## src/rtl/mips_pkg.sv

```systemverilog
// Shared encodings for the multicycle MIPS control unit: FSM states,
// instruction fields, ALU operations and datapath mux selects.
package mips_pkg;

    typedef enum logic [3:0] {
        S_FETCH    = 4'd0,
        S_DECODE   = 4'd1,
        S_MEM_ADDR = 4'd2,
        S_MEM_RD   = 4'd3,
        S_WB_MEM   = 4'd4,
        S_MEM_WR   = 4'd5,
        S_EXEC_R   = 4'd6,
        S_WB_R     = 4'd7,
        S_BRANCH   = 4'd8,
        S_JUMP     = 4'd9,
        S_HALT     = 4'd10
    } state_t;

    typedef enum logic [2:0] {
        CLS_R,
        CLS_LW,
        CLS_SW,
        CLS_BEQ,
        CLS_J,
        CLS_ILL
    } iclass_t;

    localparam logic [5:0] OP_RTYPE = 6'b000000;
    localparam logic [5:0] OP_LW    = 6'b100011;
    localparam logic [5:0] OP_SW    = 6'b101011;
    localparam logic [5:0] OP_BEQ   = 6'b000100;
    localparam logic [5:0] OP_J     = 6'b000010;

    localparam logic [5:0] FN_ADD = 6'b100000;
    localparam logic [5:0] FN_SUB = 6'b100010;
    localparam logic [5:0] FN_AND = 6'b100100;
    localparam logic [5:0] FN_OR  = 6'b100101;

    localparam logic [2:0] ALU_AND = 3'b000;
    localparam logic [2:0] ALU_OR  = 3'b001;
    localparam logic [2:0] ALU_ADD = 3'b010;
    localparam logic [2:0] ALU_SUB = 3'b110;

    localparam logic [1:0] PC_ALU    = 2'b00;
    localparam logic [1:0] PC_ALUOUT = 2'b01;
    localparam logic [1:0] PC_JUMP   = 2'b10;

    localparam logic [1:0] SRCB_RT     = 2'b00;
    localparam logic [1:0] SRCB_FOUR   = 2'b01;
    localparam logic [1:0] SRCB_IMM    = 2'b10;
    localparam logic [1:0] SRCB_IMM_SH = 2'b11;

endpackage

```

## src/rtl/mips_mc_decode.sv

```systemverilog
// Combinational instruction classifier: maps opcode/funct to an instruction
// class, the R-type ALU operation and a legality flag.
module mips_mc_decode
    import mips_pkg::*;
(
    input  logic [5:0] opcode,
    input  logic [5:0] funct,
    output iclass_t    iclass,
    output logic [2:0] alu_op,
    output logic       legal
);

    always_comb begin
        iclass = CLS_ILL;
        alu_op = ALU_ADD;
        legal  = 1'b0;
        case (opcode)
            OP_RTYPE: begin
                iclass = CLS_R;
                legal  = 1'b1;
                case (funct)
                    FN_ADD:  alu_op = ALU_ADD;
                    FN_SUB:  alu_op = ALU_SUB;
                    FN_AND:  alu_op = ALU_AND;
                    FN_OR:   alu_op = ALU_OR;
                    default: begin
                        iclass = CLS_ILL;
                        legal  = 1'b0;
                    end
                endcase
            end
            OP_LW:  begin iclass = CLS_LW;  legal = 1'b1; end
            OP_SW:  begin iclass = CLS_SW;  legal = 1'b1; end
            OP_BEQ: begin iclass = CLS_BEQ; legal = 1'b1; end
            OP_J:   begin iclass = CLS_J;   legal = 1'b1; end
            default: ;
        endcase
    end

endmodule

```

## src/rtl/mips_mc_ctrl.sv

```systemverilog
// Multicycle MIPS control FSM with memory-wait timeout, sticky error flags
// and a retired-instruction counter.
module mips_mc_ctrl
    import mips_pkg::*;
#(
    parameter int WAIT_MAX = 15
)
(
    input  logic        clk,
    input  logic        rst,
    input  logic [5:0]  opcode,
    input  logic [5:0]  funct,
    input  logic        zero,
    input  logic        mem_ready,
    output logic        pc_write,
    output logic [1:0]  pc_src,
    output logic        ir_write,
    output logic        iord,
    output logic        mem_read,
    output logic        mem_write,
    output logic        reg_write,
    output logic        reg_dst,
    output logic        mem_to_reg,
    output logic        alu_src_a,
    output logic [1:0]  alu_src_b,
    output logic [2:0]  alu_op,
    output logic [3:0]  state,
    output logic        illegal,
    output logic        timeout,
    output logic [31:0] instr_count
);

    localparam int WAIT_W = (WAIT_MAX < 2) ? 1 : $clog2(WAIT_MAX);
    localparam logic [WAIT_W-1:0] WAIT_LAST = WAIT_W'(WAIT_MAX - 1);

    state_t            cur_state;
    state_t            next_state;
    iclass_t           iclass;
    logic [2:0]        dec_alu_op;
    logic              legal;
    logic [WAIT_W-1:0] wait_cnt;
    logic [31:0]       count_q;
    logic              mem_state;
    logic              wait_expire;
    logic              retire;

    mips_mc_decode u_decode (
        .opcode (opcode),
        .funct  (funct),
        .iclass (iclass),
        .alu_op (dec_alu_op),
        .legal  (legal)
    );

    assign state       = cur_state;
    assign instr_count = count_q;

    // wait_cnt holds the number of stalled cycles already spent in this state
    assign mem_state   = (cur_state == S_FETCH) || (cur_state == S_MEM_RD) ||
                         (cur_state == S_MEM_WR);
    assign wait_expire = mem_state && !mem_ready && (wait_cnt == WAIT_LAST);
    assign retire      = (cur_state == S_WB_MEM) || (cur_state == S_WB_R) ||
                         (cur_state == S_BRANCH) || (cur_state == S_JUMP) ||
                         ((cur_state == S_MEM_WR) && mem_ready);

    always_ff @(posedge clk or negedge rst) begin
        if (!rst) begin
            cur_state <= S_FETCH;
        end else begin
            cur_state <= next_state;
        end
    end

    always_ff @(posedge clk or negedge rst) begin
        if (!rst) begin
            wait_cnt <= '0;
            count_q  <= '0;
            illegal  <= 1'b0;
            timeout  <= 1'b0;
        end else begin
            if (mem_state && !mem_ready && !wait_expire) begin
                wait_cnt <= wait_cnt + 1'b1;
            end else begin
                wait_cnt <= '0;
            end
            if (retire) begin
                count_q <= count_q + 32'd1;
            end
            if ((cur_state == S_DECODE) && !legal) begin
                illegal <= 1'b1;
            end
            if (wait_expire) begin
                timeout <= 1'b1;
            end
        end
    end

    always_comb begin
        next_state = cur_state;
        case (cur_state)
            S_FETCH: begin
                if (mem_ready)        next_state = S_DECODE;
                else if (wait_expire) next_state = S_HALT;
            end
            S_DECODE: begin
                case (iclass)
                    CLS_R:          next_state = S_EXEC_R;
                    CLS_LW, CLS_SW: next_state = S_MEM_ADDR;
                    CLS_BEQ:        next_state = S_BRANCH;
                    CLS_J:          next_state = S_JUMP;
                    default:        next_state = S_HALT;
                endcase
                if (!legal) next_state = S_HALT;
            end
            S_MEM_ADDR: next_state = (iclass == CLS_LW) ? S_MEM_RD : S_MEM_WR;
            S_MEM_RD: begin
                if (mem_ready)        next_state = S_WB_MEM;
                else if (wait_expire) next_state = S_HALT;
            end
            S_MEM_WR: begin
                if (mem_ready)        next_state = S_FETCH;
                else if (wait_expire) next_state = S_HALT;
            end
            S_WB_MEM: next_state = S_FETCH;
            S_EXEC_R: next_state = S_WB_R;
            S_WB_R:   next_state = S_FETCH;
            S_BRANCH: next_state = S_FETCH;
            S_JUMP:   next_state = S_FETCH;
            S_HALT:   next_state = S_HALT;
            default:  next_state = S_HALT;
        endcase
    end

    always_comb begin
        pc_write   = 1'b0;
        pc_src     = PC_ALU;
        ir_write   = 1'b0;
        iord       = 1'b0;
        mem_read   = 1'b0;
        mem_write  = 1'b0;
        reg_write  = 1'b0;
        reg_dst    = 1'b0;
        mem_to_reg = 1'b0;
        alu_src_a  = 1'b0;
        alu_src_b  = SRCB_RT;
        alu_op     = ALU_AND;
        case (cur_state)
            S_FETCH: begin
                mem_read  = 1'b1;
                alu_src_b = SRCB_FOUR;
                alu_op    = ALU_ADD;
                ir_write  = mem_ready;
                pc_write  = mem_ready;
            end
            S_DECODE: begin
                alu_src_b = SRCB_IMM_SH;
                alu_op    = ALU_ADD;
            end
            S_MEM_ADDR: begin
                alu_src_a = 1'b1;
                alu_src_b = SRCB_IMM;
                alu_op    = ALU_ADD;
            end
            S_MEM_RD: begin
                mem_read = 1'b1;
                iord     = 1'b1;
            end
            S_MEM_WR: begin
                mem_write = 1'b1;
                iord      = 1'b1;
            end
            S_WB_MEM: begin
                reg_write  = 1'b1;
                mem_to_reg = 1'b1;
            end
            S_EXEC_R: begin
                alu_src_a = 1'b1;
                alu_op    = dec_alu_op;
            end
            S_WB_R: begin
                reg_write = 1'b1;
                reg_dst   = 1'b1;
            end
            S_BRANCH: begin
                alu_src_a = 1'b1;
                alu_op    = ALU_SUB;
                pc_src    = PC_ALUOUT;
                pc_write  = zero;
            end
            S_JUMP: begin
                pc_write = 1'b1;
                pc_src   = PC_JUMP;
            end
            default: ;
        endcase
        // The reset state is FETCH, so its strobes must be held off while reset is low
        if (!rst) begin
            pc_write  = 1'b0;
            ir_write  = 1'b0;
            mem_read  = 1'b0;
            mem_write = 1'b0;
            reg_write = 1'b0;
        end
    end

endmodule
```

## config.mk

```make
export PLATFORM = sky130hd
export DESIGN_NAME = mips_mc_ctrl
export DESIGN_NICKNAME = d
export VERILOG_FILES = /design/src/rtl/mips_pkg.sv /design/src/rtl/mips_mc_decode.sv /design/src/rtl/mips_mc_ctrl.sv
export SDC_FILE = /design/constraint.sdc
export NUM_CORES = 1
export LEC_CHECK = 0
export ABC_AREA = 1
export CAP_MARGIN = 20
export CORE_MARGIN = 1
export CORE_UTILIZATION = 45
export DETAILED_ROUTE_END_ITERATION = 8
export HOLD_SLACK_MARGIN = 0.05
export PLACE_DENSITY = 0.77
export SLEW_MARGIN = 20
export SYNTH_ARGS = -nofsm -noshare
export SYNTH_HDL_FRONTEND = slang
export SYNTH_HIERARCHICAL = 1
export SYNTH_SLANG_ARGS = --single-unit
```

## constraint.sdc

```tcl
create_clock -name clk -period 1.8 [get_ports clk]
set_input_delay 0.54 -clock clk [delete_from_list [all_inputs] [get_ports clk]]
set_output_delay 0.54 -clock clk [all_outputs]
set_load 0.005 [all_outputs]
```

After elaboration in Yosys (flattened, before gate mapping)
Index checks and enable logic that the tools add are counted.
- register bits after elaboration: 42
- input bits: 16
- output and inout port bits: 54
- word-level logic and storage cells: 87
- add/subtract/negate cells: 2
- equality and inequality tests: 22
- multiplexer cells: 32
- reductions and logical operators: 26
- operators with widths (kind ; number):
    6-bit == test (second input constant) ; 6
    32-bit by 1-bit adder with 32-bit output (second input constant) ; 1
    4-bit case mux with 7 select lines ; 1
    4-bit two-way mux ; 6
    3-bit case mux with 3 select lines ; 2
    4-bit by 3-bit == test with 1-bit output (second input constant) ; 4
    4-bit case mux with 4 select lines ; 1
    3-bit case mux with 5 select lines ; 1
    1-bit two-way mux ; 14
    4-bit == test (second input constant) ; 3
    4-bit OR reduction ; 3
    3-bit two-way mux ; 3
    4-bit by 2-bit == test with 1-bit output (second input constant) ; 2
    2-bit OR reduction ; 4
    3-bit by 2-bit == test with 1-bit output (second input constant) ; 2
    6-bit by 2-bit == test with 1-bit output (second input constant) ; 1
    6-bit by 3-bit == test with 1-bit output (second input constant) ; 1
    6-bit logical NOT ; 1
    1-bit logical OR ; 6
    2-bit case mux with 3 select lines ; 1
    3-bit OR reduction ; 2
    1-bit logical AND ; 5
    4-bit by 1-bit adder with 4-bit output (second input constant) ; 1
    4-bit by 1-bit == test with 1-bit output (second input constant) ; 1
    other kinds (8) ; 10

Depth between registers and ports, before layout
- depth after elaboration: 9
- depth in mapped cells: 12
- mapped depth without buffers: 12

Hierarchy
Netlist, hierarchy kept.
- modules (own cells, without submodules) (module ; instances ; cells an instance ; area an instance (µm²) ; sequential area each (µm²)):
    mips_mc_ctrl ; 1 ; 435 ; 2805.2 ; 1051.0
    mips_mc_decode ; 1 ; 46 ; 245.2 ; 0.0

Least setup slack after synthesis
No wires, ideal clock.
- kind: in2out
- start: input opcode[4]
- end: output alu_op[0]
- arrival: 1.128 ns
- required time: 1.260 ns
- path slack: 0.132 ns
- stages: 6
- path buffers: 0
- path through: nor2_4 nand3_4 inv_2 nand3_2 nor2_2 and3_1
- longest elaborated chain between the ends: 3
- RTL lines (what ; RTL line ; RTL):
    from (decl) ; mips_mc_ctrl.sv:11 ; input logic [5:0] opcode,
    6-bit logical NOT ; mips_mc_decode.sv:17 ; case (opcode)
    3-bit two-way mux ; mips_mc_decode.sv:17 ;
    named net dec_alu_op[0] ; mips_mc_ctrl.sv:39 ; logic [2:0] dec_alu_op;
    3-bit case mux with 3 select lines ; mips_mc_ctrl.sv:147 ; case (cur_state)
    to (decl) ; mips_mc_ctrl.sv:26 ; output logic [2:0] alu_op,
The timed path passes the listed nets, and every way through them passes these cells.

Final worst setup path
- start: register cur_state[3], in the netlist state[3]
- end: output alu_op[1]
- longest elaborated chain between the ends: 3
- elaborated cells on any way between the ends: 7
- those cells by class: eq/ne (4); mux (1); reduce/logical (2)
- RTL lines (what ; RTL line ; RTL):
    from (decl) ; mips_mc_ctrl.sv:36 ; state_t cur_state;
    from (signal assigned) ; mips_mc_ctrl.sv:70 ; cur_state <= next_state;
    4-bit by 1-bit == test with 1-bit output, or another cell as far along ; mips_mc_ctrl.sv:147 ;
    3-bit OR reduction (no line) ; -- ;
    3-bit case mux with 3 select lines * ; mips_mc_ctrl.sv:147 ;
Every way passes the cells marked *; elsewhere a longest branch is shown, timed or not.

==> summary.txt <==
Reg2Reg Setup Slack - 40 ps
Fin crit period - 2079 ps
Status - finished with violations
Syn_area_per_cell - 6.342 um2
Mapped Cells - 481
Crit-path max FO - 5
HP Class - in2async
DP Wirelength - 6.678 mm
Worst vdd ir - 0.7155 mV
Clock Latency Late Sink - 310 ps
Commonest non-fill, non-tap cell in the layout - nand2_1
Num rows - 29
Unique masters post-synth - 30
Largest net degree at the start of global routing - 43
Fin Setup TNS - -2517 ps
ANT nets after route - 0
Post-DP Area - 4090 um2
Crit end category - primary output
Met3 Resource Use GR - 5.408%
Final worst setup slack - -278.9 ps
Switch share - 38.59%
Syn nets - 500
Synth Area in Simple Gates - 45.78%
Register area share after synthesis - 34.45%
Clock Path Buffers - 2
Highest-count cells in the layout ignoring fill and taps - nand2_1 (177), buf_4 (73), nor2_1 (68)
Power Internal - 3.052 mW
Area leader, netlist - dfrtp_1
Vias per cell - 5.246
NetSw - 1.918 mW
Ant diodes - 0
Combinational family with the most area after synthesis - simple AND/OR/NAND/NOR gates
Avg WL per Cell - 15.16 um
Top cells by area, synth - dfrtp_1 (34%), nand2_1 (24%), nor2_1 (10%), inv_1 (6.3%), nand3_1 (4.3%)
Die Width - 84.34 um
Top Usage Layer GRT - met2
Port Buf Inserts - 69
Failing checks - design-rule violations, negative setup slack
Synth Area in Compound Gates - 4.840%
Met1 Resource Use GR - 30.98%
Layout Nets - 673
Reg2reg end - instr_count[26]$_DFFE_PN0P_
Clk root buf - clkbuf_8
Multiplexer area fraction after synthesis - 0%
First-pass GRT wire length - 16.67 mm
Area growth from synthesis to layout - 64.19%
Reg power frac - 23.6%
Critical path origin - state[3]$_DFF_PN0_
Initial antenna violation count - 0
Starting density of the core - 47.23%
Routed via count - 3840
M2 GR Usage - 54.99%
TritonCTS clock tree - done
Data arrival, critical path - 1540 ps
Clk sinks - 42
Max Slew Vio Count - 0
CP startpoint kind - flop
Ports - 70
Yosys reg bits - 42
Worst Setup Path Type - reg2out
Initial drt markers - 242
Clk pwr share - 18.6%
Post-Synth Adder-Cell Area - 1.231%
Worst slew pin tran - 546.6 ps
XOR/XNOR Fraction of Synth Area - 4.840%
Slew headroom - 63.56%
Cells on worst reg2reg path - 11
WL final - 11.10 mm
Period utilization - 115.5%
Synth Cell Area - 3050 um2
Layout cells sized above 1 - 34.66%
H-tree levels - 2
Drt pass-1 iters - 7
Post-synth top area share - 34.45%
Final count of hold timing violations - 0
Achievable Freq - 0.4810 GHz
Die area - 7112 um2
GR Util All Layers - 29.05%
Total congestion overflow - 0
Leak - 2.465 nW
Combinational power share - 57.8%
Yosys warnings - 6
Final GP Congestion - 0.9018
Final Skew - 10.68 ps
Die Y - 84.34 um
Worst-path clk slew - 90 ps
Vias in the first global route - 3759
Power per cell area - 992.2 nW/um2
RSZ-0062 raised after global routing - yes
DRC Markers - 11
Design Area, Final - 5009 um2
Core Region - 6459 um2
CP Data Required Time - 1260 ps
Max cap viols - 0
Inserted Clock Buffers - 5
Final setup vio count - 16
Worst r2r src - state[2]$_DFF_PN0_
power by group through the flow:
stage / sequential, mW / clock [mW] / combinational (mW)
floorplan: 1.20 / 0 / 0.880
global placement: 1.18 / 0 / 1.81
detailed placement: 1.18 / 0 / 1.85
CTS: 1.17 / 0.925 / 2.27
global route: 1.18 / 0.955 / 3.05
finish: 1.17 / 0.924 / 2.87
cells in the mapped netlist:
master and n:
xor2_2 1, nand3_2 5, nor2_1 82, nor3_1 2, nand2_2 1, buf_2 2
buf_6 2, xor2_1 8, and2_1 1, nand3_4 1, xnor2_1 7, o21ai_2 2
nor2_2 9, and3_1 1, ha_1 3, nand3b_1 3, dfrtp_1 42, a21oi_1 10
nand2_1 193, buf_12 1, nand4_1 4, o21ai_0 9, o21bai_1 1, nor2_4 3
o21ai_1 4, buf_4 1, inv_2 5, nand3_1 26, o211ai_1 1, inv_1 51
through the flow:
step	instances	setup slack (ps)	util [%]	hold slack [ps]	power, mW
final	732	-278.9	77.55	378.4	4.969
after global routing	732	-322.0	77.55	428.2	5.184
after global placement	660	-858.2	63.33	457.3	2.984
after CTS	718	-239.6	72.67	398.9	4.365
after floorplan	481	132.2	-	244.4	2.082
after detailed placement	660	-927.1	63.33	450.0	3.034
flip-flops by register name, summed over array words and instances, names as in the netlist:
name and flops:
illegal 1, timeout 1, wait_cnt 4, instr_count 32, state 4
critical path, stage by stage, from the launching register on:
cell      delay [ps]
dfrtp_2          510
inv_4            120
nand2_8           70
buf_6            120
nor2_4           120
nand2_2           70
o211ai_1          90
buf_2            140
per-layer routing:
metal	part of all wire, %	wire, um
met1	38	4239
met2	52	5766
met3	5.9	654
met4	3.9	435
met5	0	0
cell type report:
cell class | instances | area, um2
Tap cell | 77 | 96.34
Clock inverter | 3 | 68.82
Fill cell | 457 | 1450
Sequential cell | 42 | 1064
Inverter | 56 | 215.2
Clock buffer | 5 | 68.82
Multi-Input combinational cell | 377 | 1984
Timing Repair Buffer | 172 | 1511
worst max-delay path by stage:
| stage | depth (start not counted) | endpoint | slack, ps |
|---|---|---|---|
| 4_1_cts | 8 | alu_op[1] | -240 |
| 2_1_floorplan | 6 | alu_op[0] | 130 |
| 3_3_place_gp | 8 | alu_op[0] | -860 |
| 5_1_grt | 7 | pc_write | -320 |
| 3_5_place_dp | 8 | alu_op[0] | -930 |
| 6_report | 7 | alu_op[1] | -280 |
kinds of logic (layout without fill, tap and decap cells):
group,after synthesis,after routing
AOI/OAI and AO/OA,27,27
adders and majority gates,3,3
and+or+nand+nor,331,331
xor gates and xnor gates,16,16
buffers and inverters,62,236
DFF,42,42
timing repair:
item / in CTS / in global routing
buffers inserted: 51 / 17
gates cloned: 0 / 2
hold buffers: 0 / 0
pin swaps: 31 / 38
resized for setup: 162 / 75
setup endpoints to repair: 55 / 58
No activity file was read; power rests on OpenSTA's default activity.
